`src/rtl/counter_bcd_pkg.sv`:
```
// counter_bcd_pkg: shared BCD types, constants and helpers.
//   bcd_digit_t    one 4-bit BCD digit
//   BCD_DIGIT_W    digit width (4)
//   BCD_MAX_DIGIT  largest legal digit value (9)
//   bcd_valid()    checks that the low nd digits of a value are all 0..9
package counter_bcd_pkg;
  localparam int BCD_DIGIT_W    = 4;
  localparam int BCD_MAX_DIGITS = 8;

  typedef logic [BCD_DIGIT_W-1:0] bcd_digit_t;

  localparam bcd_digit_t BCD_MAX_DIGIT = 4'd9;

  // Digits at position nd and above are ignored so one helper serves every width.
  function automatic logic bcd_valid(input logic [31:0] v, input int nd);
    logic ok;
    ok = 1'b1;
    for (int i = 0; i < BCD_MAX_DIGITS; i++)
      if (i < nd && v[i*BCD_DIGIT_W +: BCD_DIGIT_W] > BCD_MAX_DIGIT) ok = 1'b0;
    return ok;
  endfunction
endpackage

```
`src/rtl/counter_bcd_n_digit.sv`:
```
// bcd_digit: next-value logic for one BCD digit of the counter.
//   digit_i  current digit value
//   cin_i    carry-in (up) / borrow-in (down); the digit only moves when set
//   up_i     direction, 1 = increment, 0 = decrement
//   digit_o  next digit value
//   cout_o   carry-out (9 -> 0 going up) / borrow-out (0 -> 9 going down)
module bcd_digit
  import counter_bcd_pkg::*;
(
  input  bcd_digit_t digit_i,
  input  logic       cin_i,
  input  logic       up_i,
  output bcd_digit_t digit_o,
  output logic       cout_o
);
  always_comb begin
    digit_o = digit_i;
    cout_o  = 1'b0;
    if (cin_i) begin
      if (up_i) begin
        if (digit_i >= BCD_MAX_DIGIT) begin
          digit_o = '0;
          cout_o  = 1'b1;
        end else begin
          digit_o = digit_i + 4'd1;
        end
      end else begin
        if (digit_i == '0) begin
          digit_o = BCD_MAX_DIGIT;
          cout_o  = 1'b1;
        end else begin
          digit_o = digit_i - 4'd1;
        end
      end
    end
  end
endmodule

```
`src/rtl/counter_bcd_n.sv`:
```
// counter_bcd_n: N-digit BCD counter with terminal value MAXCOUNT, parallel
// load with validity check, and ripple carry out for cascading.
// Optional feature macro: COUNTER_BCD_N_DOWN_EN adds the Up port and down
// counting; without it the counter is up-only.
//   Clk           clock, rising edge
//   Reset         synchronous active-high reset
//   Enable        count enable
//   Load          parallel-load strobe (wins over Enable)
//   Up            direction, 1 = up (only with COUNTER_BCD_N_DOWN_EN)
//   LoadValue     BCD value to load
//   CurrentCount  registered BCD count
//   TC            combinational terminal-count level
//   RCO           TC & Enable
//   Wrap          one-cycle pulse after a wrap
//   LoadErr       one-cycle pulse after a rejected load
module counter_bcd_n
  import counter_bcd_pkg::*;
#(
  parameter int                       NUM_DIGITS = 2,
  parameter logic [4*NUM_DIGITS-1:0]  MAXCOUNT   = 'h59
) (
  input  logic                    Clk,
  input  logic                    Reset,
  input  logic                    Enable,
  input  logic                    Load,
`ifdef COUNTER_BCD_N_DOWN_EN
  input  logic                    Up,
`endif
  input  logic [4*NUM_DIGITS-1:0] LoadValue,
  output logic [4*NUM_DIGITS-1:0] CurrentCount,
  output logic                    TC,
  output logic                    RCO,
  output logic                    Wrap,
  output logic                    LoadErr
);
  localparam int W = BCD_DIGIT_W * NUM_DIGITS;

  logic up_w;
`ifdef COUNTER_BCD_N_DOWN_EN
  assign up_w = Up;
`else
  assign up_w = 1'b1;
`endif

  bcd_digit_t [NUM_DIGITS-1:0] cnt_q, cnt_d, nxt;
  logic                        wrap_q, wrap_d;
  logic                        lerr_q, lerr_d;
  logic [NUM_DIGITS:0]         carry;
  logic                        load_ok;
  logic                        unused_carry;

  // Digit 0 always steps; higher digits step on carry/borrow from below.
  assign carry[0] = 1'b1;

  for (genvar g = 0; g < NUM_DIGITS; g++) begin : g_digit
    bcd_digit u_digit (
      .digit_i (cnt_q[g]),
      .cin_i   (carry[g]),
      .up_i    (up_w),
      .digit_o (nxt[g]),
      .cout_o  (carry[g+1])
    );
  end

  // Wrap is decided by the whole-value compare, not by the top carry.
  assign unused_carry = carry[NUM_DIGITS];

  assign TC      = up_w ? (cnt_q == MAXCOUNT) : (cnt_q == '0);
  assign RCO     = TC & Enable;
  assign load_ok = bcd_valid(32'(LoadValue), NUM_DIGITS) && (LoadValue <= MAXCOUNT);

  always_comb begin
    cnt_d  = cnt_q;
    wrap_d = 1'b0;
    lerr_d = 1'b0;
    if (Load) begin
      if (load_ok) cnt_d  = LoadValue;
      else         lerr_d = 1'b1;
    end else if (Enable) begin
      if (TC) begin
        cnt_d  = up_w ? W'(0) : MAXCOUNT;
        wrap_d = 1'b1;
      end else begin
        cnt_d  = nxt;
      end
    end
  end

  always_ff @(posedge Clk) begin
    if (Reset) begin
      cnt_q  <= '0;
      wrap_q <= 1'b0;
      lerr_q <= 1'b0;
    end else begin
      cnt_q  <= cnt_d;
      wrap_q <= wrap_d;
      lerr_q <= lerr_d;
    end
  end

  assign CurrentCount = cnt_q;
  assign Wrap         = wrap_q;
  assign LoadErr      = lerr_q;
endmodule

```
`config.mk`:
```
export PLATFORM = sky130hd
export DESIGN_NAME = counter_bcd_n
export DESIGN_NICKNAME = d
export VERILOG_FILES = /design/src/rtl/counter_bcd_pkg.sv /design/src/rtl/counter_bcd_n_digit.sv /design/src/rtl/counter_bcd_n.sv
export SDC_FILE = /design/constraint.sdc
export NUM_CORES = 1
export LEC_CHECK = 0
export CAP_MARGIN = 10
export CORE_MARGIN = 2
export CORE_UTILIZATION = 30
export DETAILED_ROUTE_END_ITERATION = 10
export PLACE_DENSITY = 0.71
export SLEW_MARGIN = 5
export SYNTH_ARGS = -nofsm -noshare
export SYNTH_HDL_FRONTEND = slang
export SYNTH_SLANG_ARGS = --single-unit
```
`constraint.sdc`:
```
create_clock -name Clk -period 1.62 [get_ports Clk]
set_input_delay 0.324 -clock Clk [delete_from_list [all_inputs] [get_ports Clk]]
set_output_delay 0.324 -clock Clk [all_outputs]
set_load 0.005 [all_outputs]
```
==> reports/qor.yml, run 1 <==
die:
  core_area_sq_um: 2212
  die_area_sq_um: 2765
  die_x_um: 52.59
  die_h_um: 52.59
  row_count: 17
  initial_core_util_pct: 32.01
  boundaryPins: 24
cts:
  cts_max_path_buffers: 2
  cts_sinks: 10
  cts-buffers-inserted: 3
  postCtsHoldBufs: 0
  clk_latency_ns: 0.27
  cts.htree.levels: 1
  root_buffer: "clkbuf_4"
  tritoncts: "done"
  clk_transition_reported_paths_ns: 0.07
outcome:
  violations: "negative setup slack"
  status: "finished, violations left"
pwr:
  power_frac_seq_pct: 32.3
  pwr-share-clk_pct: 27.5
  p_sw_share_pct: 30.27
  leakagePower_nw: 0.5593
  ir_drop_v: 0.0004033
  p_int_mw: 0.5871
  switchingPower_mw: 0.2549
  p_comb_share_pct: 40.2
  power_density_nw_per_um2: 613.4
logic_synthesis:
  synth.most_common_cell: "dfxtp_1"
  synth.top_cell.area_share_pct: 28.27
  synth_area_leaders: "dfxtp_1, ha_1, a221oi_1"
  synth_top_cell_by_area: "dfxtp_1"
  ys_seq_area_share_pct: 28.27
  synth_flop_cell: "dfxtp_1"
  netlist_area_sq_um: 708.2
  syn_nets: 94
  ys_ff_latch: 10
  synth-edff-count: 0
  yosysUniqueCellTypes: 37
  syn_inst: 76
  yosys-top-cells-count: "dfxtp_1, inv_1, ha_1"
  async_reset_ff_share_pct: 0
  avgSynthCellArea_sq_um: 9.318
  yosys_warnings: 0
routing:
  vias: 855
  wl_per_cell_um: 15.49
  antenna_left: 0
  first_iter_violations: 16
  drt_pre_antenna_iters: 4
  route.detailed.drc: 0
  viasPerCell: 5.411
  wl_um: 2447
layout:
  antenna_cells: 0
  nNetsFinal: 149
  fin_area_sq_um: 1373
  drive_gt1_share_pct: 50.00
  syn_to_final_growth_pct: 93.82
  n_fill_cell: 190
timing:
  hold_viol_final: 0
  holdWs_ns: 0.5113
  slew_violations: 0
  max_freq_mhz: 612.7
  skew_ns: 0.002973
  rsz0062_at_grt: "true"
  period_share_pct: 100.7
  setup_viol_count_final: 4
  tightest_slew_ns: 0.2624
  worst_slack_ns: -0.01201
  fin_setup_tns_ns: -0.03543
  period_needed_ns: 1.632
  max_slew_margin_pct: 82.32
hold_path:
  min_path_type: "reg2reg"
  hold_depth: 2
  worstHoldStart: "CurrentCount[1]$_SDFFE_PP0P_"
  hold_end: "CurrentCount[1]$_SDFFE_PP0P_"
placement:
  dpl.hpwl_um: 1609
  place_area_sq_um: 1142
  gp_congestion: 0.8786
  pre_cts_ws_ns: -0.2808
  numPortBuffers: 23
critical_path:
  r2r_slack_ns: -0.01
  cp_data_arrival_time_ns: 1.78
  crit_path_start_kind: "primary input"
  critPathMaxFanout: 10
  r2r_end: "CurrentCount[2]$_SDFFE_PP0P_"
  worstPathRequired_ns: 1.77
  ff2ff_path_depth: 7
  r2r_start: "CurrentCount[1]$_SDFFE_PP0P_"
  crit_path_end_kind: "flip-flop"
  worst-setup-path-type: "in2reg"
run:
  cap_violations: 0
grt:
  grt_max_degree: 11
  grt_pass1_vias: 822
  grt_overflow_total: 0
  antenna_found_initial: 0
  grt_first_pass_wirelength_um: 3615
  grt_usage_pct: 17.44
## cell type report
class / count / area [sq um] / share of cell area [%]
clock buffer: 4 / 36.28 / 2.644
inverter: 8 / 30.03 / 2.188
multi-input combinational: 55 / 580.6 / 42.30
sequential: 10 / 206.4 / 15.04
tap: 28 / 35.03 / 2.552
timing repair buffer: 53 / 484.2 / 35.28
## cell usage in the layout (no fill, tap or decap), drive strengths merged, types with 2 or more instances in the layout
| master | n |
|---|---|
| dlymetal6s2s | 2 |
| buf | 31 |
| a21o | 2 |
| inv | 8 |
| o31ai | 2 |
| a221oi | 4 |
| nand2b | 3 |
| a21oi | 3 |
| dfxtp | 10 |
| clkbuf | 5 |
| nor2 | 2 |
| a32oi | 2 |
| nand3 | 3 |
| nor3 | 2 |
| nand2 | 2 |
| a311oi | 3 |
| ha | 6 |
| clkdlybuf4s50 | 19 |
| a211oi | 4 |
| o32ai | 2 |
## state kept, by name, indices dropped and copies added (netlist names)
signal	cells
CurrentCount	8
LoadErr	1
Wrap	1
## routing by layer
metal	vias up	part of all wire, %	global-route usage (%)
li1	412	-	-
met1	408	42	21.95
met2	29	51	29.17
met3	6	4.2	3.429
met4	0	2.2	6.410
met5	-	0	0
## critical path, cell delays in order
cell and delay [ns]:
clkdlybuf4s50_1 0.42, o21a_1 0.22, o31a_4 0.41, a311oi_2 0.28, o32ai_2 0.12
## cell families after synthesis
group,synth area share [%]
AOI/OAI and AO/OA,32.69
and+or+nand+nor,18.56
buffers and inverters,8.657
DFF,28.27
adders and majority gates,10.60
xor gates and xnor gates,1.237
## power groups by stage
stage / Sequential, mW / Combinational [mW] / Clock, mW
after floorplan: 0.285 / 0.109 / 0
after global placement: 0.275 / 0.251 / 0
after detailed placement: 0.275 / 0.254 / 0
after CTS: 0.272 / 0.276 / 0.236
after global routing: 0.274 / 0.361 / 0.246
final: 0.272 / 0.338 / 0.232
## how the worst max path moves through the flow
stage                                               to  slack (ns)                          from  cells after the start
after floorplan           CurrentCount[0]$_SDFFE_PP0P_        0.01  CurrentCount[1]$_SDFFE_PP0P_                      6
after global placement    CurrentCount[6]$_SDFFE_PP0P_       -0.27                          Load                      5
after detailed placement  CurrentCount[6]$_SDFFE_PP0P_       -0.28                          Load                      5
after CTS                 CurrentCount[2]$_SDFFE_PP0P_       -0.07  CurrentCount[0]$_SDFFE_PP0P_                      6
after global routing      CurrentCount[4]$_SDFFE_PP0P_        -0.1  CurrentCount[1]$_SDFFE_PP0P_                      7
final                     CurrentCount[6]$_SDFFE_PP0P_       -0.01                  LoadValue[1]                      5
## metrics by stage
| stage | util [%] | power (mW) | cells |
|---|---|---|---|
| 2_1_floorplan | - | 0.3941 | 76 |
| 3_3_place_gp | 51.64 | 0.5261 | 149 |
| 3_5_place_dp | 51.64 | 0.5293 | 149 |
| 4_1_cts | 56.33 | 0.7838 | 157 |
| 5_1_grt | 62.05 | 0.8814 | 158 |
| 6_report | 62.05 | 0.8420 | 158 |
## repair_timing
action                                  CTS  global route
endpoints found under the setup margin    9            11
pin swaps                                 6            11
setup buffers                             4             1
gates resized for setup                  20            22
Power figures use the tool's default switching activity.
==> inputs of run 2 (changes only) <==
- CTS_CLUSTER_SIZE: unset -> 16
- PLACE_DENSITY: 0.71 -> 0.69
- SKIP_CTS_REPAIR_TIMING: unset -> 1
- clock period: 1.62 -> 1.8 ns (I/O delays scaled with it)
==> run 2 against run 1 <==
Combinational power is 32% lower. Clock-buffer cell count did not move. First-iteration DRC count up 25%. Die area unchanged. The flow now finishes without violations.
==> reports/qor.yml, run 2 (synthesis gave the netlist of run 1 again) <==
outcome:
  status: "complete, no violations"  # was finished, violations left
critical_path:
  crit_path_end_kind: "flip-flop"  # unchanged
  cp_data_arrival_time_ns: 1.88  # was 1.78 ns
  crit_path_start_kind: "flip-flop"  # was primary input
  critPathMaxFanout: 8  # was 10
  worst-setup-path-type: "reg2reg"  # was in2reg
  worstPathRequired_ns: 1.98  # was 1.77 ns
pwr:
  ir_drop_v: 0.0005108  # was 0.0004033 V
  pwr-share-clk_pct: 30.8  # was 27.5%
  p_sw_share_pct: 29.14  # was 30.27%
  power_density_nw_per_um2: 582.8  # was 613.4 nW/um^2
  switchingPower_mw: 0.2004  # was 0.2549 mW
  leakagePower_nw: 0.4951  # was 0.5593 nW
  p_comb_share_pct: 33.6  # was 40.2%
  p_int_mw: 0.4873  # was 0.5871 mW
  power_frac_seq_pct: 35.6  # was 32.3%
routing:
  antenna_left: 0  # unchanged
  first_iter_violations: 20  # was 16
  vias: 787  # was 855
  viasPerCell: 5.247  # was 5.411
  wl_per_cell_um: 13.61  # was 15.49 um
  route.detailed.drc: 0  # unchanged
  wl_um: 2042  # was 2447 um
  drt_pre_antenna_iters: 4  # unchanged
cts:
  cts_sinks: 10  # unchanged
  cts.htree.levels: 1  # unchanged
  clk_latency_ns: 0.27  # about the same
  tritoncts: "done"  # unchanged
  cts-buffers-inserted: 3  # unchanged
  cts_max_path_buffers: 2  # unchanged
  clk_transition_reported_paths_ns: 0.07  # about the same
  root_buffer: "clkbuf_4"  # unchanged
layout:
  drive_gt1_share_pct: 32.79  # was 50.00%
  mostFrequentLayoutCells: "buf_4, clkdlybuf4s50_1, dfxtp_1, inv_1, ha_1"  # was buf_4, clkdlybuf4s50_1, dfxtp_1, inv_1, buf_6
  n_fill_cell: 204  # was 190
  nNetsFinal: 141  # was 149
  antenna_cells: 0  # unchanged
  syn_to_final_growth_pct: 66.61  # was 93.82%
  largest_register_ffs: 8  # unchanged
  fin_area_sq_um: 1180  # was 1373 sq um
  final_common_cell: "buf_4"  # unchanged
timing:
  slew_violations: 0  # unchanged
  setup_viol_count_final: 0  # was 4
  period_share_pct: 94.88
  worst_slack_ns: 0.09218  # was -0.01201 ns
  hold_viol_final: 0  # unchanged
  tightest_slew_ns: 0.4280  # was 0.2624 ns
  max_slew_margin_pct: 70.73  # was 82.32%
  skew_ns: 0.007313  # was 0.002973 ns
  period_needed_ns: 1.708
  max_freq_mhz: 585.5
grt:
  met3_usage_pct: 6.286  # was 3.429%
  grt_overflow_total: 0  # unchanged
  grt_pass1_vias: 784  # was 822
  grt_usage_pct: 16.06  # was 17.44%
  grt_first_pass_wirelength_um: 3305  # was 3615 um
  grtUsageMet2_pct: 27.08  # was 29.17%
  grtUsageMet1_pct: 18.59  # was 21.95%
  grt_max_degree: 11  # unchanged
  top_usage_layer: "met2"  # unchanged
  antenna_found_initial: 0  # unchanged
placement:
  dpl.hpwl_um: 1602  # was 1609 um
  pre_cts_ws_ns: -0.1443  # was -0.2808 ns
  gp_congestion: 0.8320  # was 0.8786
  place_area_sq_um: 1100  # was 1142 sq um
  numPortBuffers: 23  # unchanged
hold_path:
  min_path_type: "reg2reg"  # unchanged
die:
  die_h_um: 52.59  # unchanged
  die_x_um: 52.59  # unchanged
  boundaryPins: 24  # unchanged
  row_count: 17  # unchanged
  core_area_sq_um: 2212  # unchanged
  die_area_sq_um: 2765  # unchanged
  initial_core_util_pct: 32.01  # unchanged
run:
  cap_violations: 0  # unchanged
-- run 2: path summary, 6_finish.rpt --
path                           startpoint                      endpoint  slack, ns  cells past startpoint
min          CurrentCount[1]$_SDFFE_PP0P_  CurrentCount[1]$_SDFFE_PP0P_       0.52                      2
max reg2reg  CurrentCount[0]$_SDFFE_PP0P_  CurrentCount[2]$_SDFFE_PP0P_       0.09                      6
min reg2reg  CurrentCount[1]$_SDFFE_PP0P_  CurrentCount[1]$_SDFFE_PP0P_       0.52                      2
max          CurrentCount[0]$_SDFFE_PP0P_  CurrentCount[2]$_SDFFE_PP0P_       0.09                      6
-- run 2: area by class of cell --
type	count	area, sq um	area share, %
clock buffer	4	36.28	3.075
multi-input combinational	55	475.5	40.30
tap	28	35.03	2.969
inverter	8	30.03	2.545
timing repair buffer	45	400.4	33.93
sequential	10	202.7	17.18
-- run 2: worst max-delay path: stages, from the launching register on --
cell,delay [ns]
dfxtp_2,0.35
inv_2,0.08
ha_1,0.14
or3b_4,0.39
a21oi_4,0.26
a32oi_1,0.14
o31ai_1,0.26
-- run 2: power by group through the flow --
stage	clock [mW]	sequential (mW)	combinational, mW
after global routing	0.225	0.247	0.250
after detailed placement	0	0.247	0.213
after CTS	0.217	0.242	0.214
after global placement	0	0.247	0.209
final	0.212	0.245	0.231
after floorplan	0	0.255	0.0907
-- run 2: layer usage --
metal / share of wire (%) / wire [um] / up-vias
li1: - / - / 393
met1: 42 / 855 / 356
met2: 49 / 1010 / 34
met3: 7.1 / 144 / 4
met4: 1.5 / 31 / 0
met5: 0 / 0 / -
-- run 2: metrics by stage --
step                  TNS, ns  hold WS (ns)  utilization [%]  power [mW]  cells
floorplan                   0        0.5118                -      0.3460     76
global placement      -0.8093        0.5123            49.72      0.4557    145
detailed placement    -0.8511        0.5306            49.72      0.4602    145
CTS                   -0.6619        0.5443            51.36      0.6732    149
global route        -0.001768        0.5468            53.34      0.7211    150
finish                      0        0.5186            53.34      0.6877    150
==> inputs of run 3 (changes only) <==
- CORE_MARGIN: 2 -> unset
- REMOVE_ABC_BUFFERS: unset -> 1
==> run 3 against run 2 <==
Via count up 6.4%. Die area down 7.5%. Critical path type is now in2reg. Largest cell class unchanged. Utilization up 2.1 points. Critical path depth down 1.
==> reports/qor.yml, run 3 (synthesis gave the netlist of run 1 again) <==
placement:
  gp_congestion: 0.8445  # was 0.8320
  dpl.hpwl_um: 1642  # was 1602 um
  numPortBuffers: 23  # unchanged
  place_area_sq_um: 1130  # was 1100 sq um
  pre_cts_ws_ns: -0.2624  # was -0.1443 ns
critical_path:
  worst-setup-path-type: "in2reg"  # was reg2reg
  cp_num_buf_inv: 2  # was 1
  crit_path_end_kind: "flip-flop"  # unchanged
  critPathMaxStageDelay_ns: 0.57  # was 0.39 ns
  r2r_slack_ns: 0.13  # was 0.09 ns
  crit_path_start_kind: "primary input"  # was flip-flop
  worstPathRequired_ns: 1.96  # was 1.98 ns
  crit_start: "Load"  # was CurrentCount[0]$_SDFFE_PP0P_
  slowest_stage: "clkdlybuf4s50_1"  # was or3b_4
  path_delay_family: "compound AO/OA/AOI/OAI gates"  # unchanged
  critPathMaxFanout: 10  # was 8
  crit_chain: "clkdlybuf4s50_1 > inv_1 > o31a_2 > a311oi_2 > o32ai_1"  # was inv_2 > ha_1 > or3b_4 > a21oi_4 > a32oi_1 > o31ai_1
  r2r_start: "CurrentCount[1]$_SDFFE_PP0P_"  # was CurrentCount[0]$_SDFFE_PP0P_
  cp_data_arrival_time_ns: 1.89  # was 1.88 ns
routing:
  wl_um: 2250  # was 2042 um
  wl_per_cell_um: 14.52  # was 13.61 um
  route.detailed.drc: 0  # unchanged
  antenna_left: 0  # unchanged
  first_iter_violations: 19  # was 20
  vias: 837  # was 787
  drt_pre_antenna_iters: 4  # unchanged
  viasPerCell: 5.400  # was 5.247
pwr:
  leakagePower_nw: 0.5223  # was 0.4951 nW
  finalPower_mw: 0.7104  # was 0.6877 mW
  power_density_nw_per_um2: 579.3  # was 582.8 nW/um^2
  ir_drop_v: 0.0003358  # was 0.0005108 V
die:
  die_h_um: 50.59  # was 52.59 um
  core_area_sq_um: 2212  # unchanged
  die_area_sq_um: 2559  # was 2765 sq um
  die_x_um: 50.59  # was 52.59 um
  boundaryPins: 24  # unchanged
  initial_core_util_pct: 32.01  # unchanged
  row_count: 17  # unchanged
grt:
  grtUsageMet2_pct: 32.22  # was 27.08%
  grt_first_pass_wirelength_um: 3401  # was 3305 um
  grt_usage_pct: 17.99  # was 16.06%
  grt_overflow_total: 0  # unchanged
  met3_usage_pct: 4.848  # was 6.286%
  grt_max_degree: 11  # unchanged
  top_usage_layer: "met2"  # unchanged
  antenna_found_initial: 0  # unchanged
  grtUsageMet1_pct: 19.02  # was 18.59%
  grt_pass1_vias: 821  # was 784
cts:
  clk_latency_ns: 0.28  # was 0.27 ns
  tritoncts: "done"  # unchanged
  root_buffer: "clkbuf_4"  # unchanged
  cts_max_path_buffers: 2  # unchanged
  cts.htree.levels: 1  # unchanged
  cts_sinks: 10  # unchanged
  cts-buffers-inserted: 3  # unchanged
  clk_transition_reported_paths_ns: 0.07  # about the same
timing:
  period_needed_ns: 1.725  # was 1.708 ns
  skew_ns: 0.002608  # was 0.007313 ns
  fin_setup_tns_ns: 0  # unchanged
  max_freq_mhz: 579.6  # was 585.5 MHz
  setup_viol_count_final: 0  # unchanged
  worst_slack_ns: 0.07455  # was 0.09218 ns
  hold_viol_final: 0  # unchanged
  max_slew_margin_pct: 72.94  # was 70.73%
  holdWs_ns: 0.5158  # was 0.5186 ns
  slew_violations: 0  # unchanged
  tightest_slew_ns: 0.4024  # was 0.4280 ns
  period_share_pct: 95.86  # was 94.88%
layout:
  largest_register_ffs: 8  # unchanged
  fin_area_sq_um: 1226  # was 1180 sq um
  n_fill_cell: 206  # was 204
  antenna_cells: 0  # unchanged
  drive_gt1_share_pct: 37.01  # was 32.79%
  syn_to_final_growth_pct: 73.15  # was 66.61%
  nNetsFinal: 146  # was 141
  final_common_cell: "buf_4"  # unchanged
  mostFrequentLayoutCells: "buf_4, clkdlybuf4s50_1, dfxtp_1, inv_1, ha_1"  # unchanged
outcome:
  status: "complete, no violations"  # unchanged
hold_path:
  min_path_type: "reg2reg"  # unchanged
  worstHoldStart: "CurrentCount[0]$_SDFFE_PP0P_"  # was CurrentCount[1]$_SDFFE_PP0P_
run:
  cap_violations: 0  # unchanged
run 3: changes by cell type in the layout (fill, tap and decap cells not counted):
| cell | before | now |
|---|---|---|
| a311oi_1 | 3 | 2 |
| o22ai_1 | 1 | 0 |
| o31a_2 | 0 | 1 |
| a221oi_1 | 3 | 4 |
| a2111oi_1 | 0 | 1 |
| a311oi_2 | 0 | 1 |
| o31a_1 | 1 | 0 |
| a221oi_2 | 1 | 0 |
| buf_4 | 22 | 27 |
| o22ai_2 | 0 | 1 |
| a2111oi_0 | 1 | 0 |
run 3: path summary, 6_finish.rpt:
check,to,cells after the start
setup reg to reg,CurrentCount[2]$_SDFFE_PP0P_,7
setup / recovery,CurrentCount[7]$_SDFFE_PP0P_,5
hold / removal,CurrentCount[0]$_SDFFE_PP0P_,2
hold reg to reg,CurrentCount[0]$_SDFFE_PP0P_,2
run 3: per-layer routing:
metal | routed length (um) | vias to the layer above
met3 | 138 | 13
li1 | - | 403
met4 | 83 | 0
met1 | 913 | 381
met5 | 0 | -
met2 | 1114 | 40
run 3: worst reg2reg max path, cell delays in order (launching register included):
cell	delay (ns)
dfxtp_2	0.34
inv_2	0.05
ha_4	0.17
or3b_4	0.39
a21oi_4	0.15
buf_4	0.14
a32oi_1	0.09
o31ai_1	0.24
run 3: area by class of cell:
| cell class | instances | area [sq um] | share of cell area [%] |
|---|---|---|---|
| repair buffers | 50 | 437.9 | 35.71 |
| well taps | 28 | 35.03 | 2.857 |
| clock buffers | 4 | 36.28 | 2.959 |
| inverters | 8 | 30.03 | 2.449 |
| multi-input cells | 55 | 484.2 | 39.49 |
| flip-flops and latches | 10 | 202.7 | 16.53 |
run 3: stage by stage:
stage                     utilization [%]  instances
after floorplan                         -         73
after global placement              51.07        149
after global routing                55.43        155
after CTS                           52.71        153
after detailed placement            51.07        149
final                               55.43        155
run 3: where the power goes:
group / internal, mW / switching, mW / total [mW]
combinational: 0.139 / 0.109 / 0.248
sequential: 0.236 / 0.00982 / 0.246
clock: 0.123 / 0.0931 / 0.216
==> variant (config.mk and constraints of run 2) <==
Add a define of `COUNTER_BCD_N_DOWN_EN`.
--- a/src/rtl/counter_bcd_n.sv
+++ b/src/rtl/counter_bcd_n.sv
@@ -15,2 +15,4 @@
 //   LoadErr       one-cycle pulse after a rejected load
+`define COUNTER_BCD_N_DOWN_EN
+
 module counter_bcd_n
Interface: changed (added Up); port bits go from 24 to 25. The function was not compared with the original's and may differ.
==> variant against run 2 <==
Hold slack improved by 0.15 ns; sequential power increased by 5%; setup slack lost 0.40 ns; critical path type is now reg2out; final area is 40% higher; total power increased by 32%; sequential cell count is the same; area after synthesis increased by 29%; the flow now finishes with violations (negative setup slack); wire length grew 63%.
==> variant: results (changes against run 2) <==
port buffer count 24 (was 23); Worst Min Path Start CurrentCount[7]$_SDFFE_PP0P_ (was CurrentCount[1]$_SDFFE_PP0P_); first-pass GRT wire length 4.86 mm (was 3.31 mm); power share of the clock group 18.3% (was 30.8%); maximum VDD drop 0.000329 V (was 0.000511 V); All-Layer GR Usage 17.8% (was 16.1%); vias in the first global route 1146 (was 784); commonest cells in the netlist nor2_1, inv_1, a21oi_1, dfxtp_1, nand2_1 (was dfxtp_1, inv_1, ha_1, a211oi_1, a221oi_1); WHS 0.668 ns (was 0.519 ns); Setup-failing EPs final 7 (was 0); final worst slack -0.310 ns (was 0.0922 ns); via count of the routed design 1179 (was 787); Multi-In Gates 96 (was 55); layout cells sized above 1 41.8% (was 32.8%); relative slew slack 71.3% (was 70.7%); Area Growth Syn to Fin 80.3% (was 66.6%); largest net degree at the start of global routing 12 (was 11); Non-Clock Buffer Area Fraction 32.0% (was 33.9%); Pint 0.580 mW (was 0.487 mW); Non-Clock Inverter Count 11 (was 8); unique cell type count in the Yosys netlist 39 (was 37); post-synthesis xor/xnor area fraction 0% (was 1.24%); multi-input combinational area share 48.6% (was 40.3%); failing checks negative setup slack; clock skew 0.00441 ns (was 0.00731 ns); routed len/inst 15.5 um (was 13.6 um); status finished with violations (was completed)
## variant: cell count changes after synthesis, sizes merged, moves of 2 or more
cell	run 2	this run
o2111ai	0	2
o21ai	1	10
nand2	2	10
or3b	1	3
a221oi	4	0
inv	8	11
o32ai	2	0
a21oi	3	10
o21bai	0	3
nor2	2	14
buf	0	4
a21o	2	0
nor3	2	4
## variant: stage by stage
step / util, % / std cells
finish: 55.5 / 215
global route: 55.5 / 215
CTS: 49.7 / 214
detailed placement: 48.9 / 211
global placement: 48.9 / 211
floorplan: - / 123
## variant: layer usage
layer  track usage, %  vias up  routed length [um]
li1                 -      580                   -
met5                0        -                   0
met1             22.9      562                1420
met4             4.87        0                  72
met2             30.0       28                1710
met3             3.49        9                 131
## variant: logic make-up (layout without fill, tap and decap cells)
kind of cell	Yosys count	count (layout)
buffers and inverters	17	76
and+or+nand+nor	43	43
AOI/OAI and AO/OA	43	43
DFF	10	10
adders and majority gates	7	7
muxes	3	3
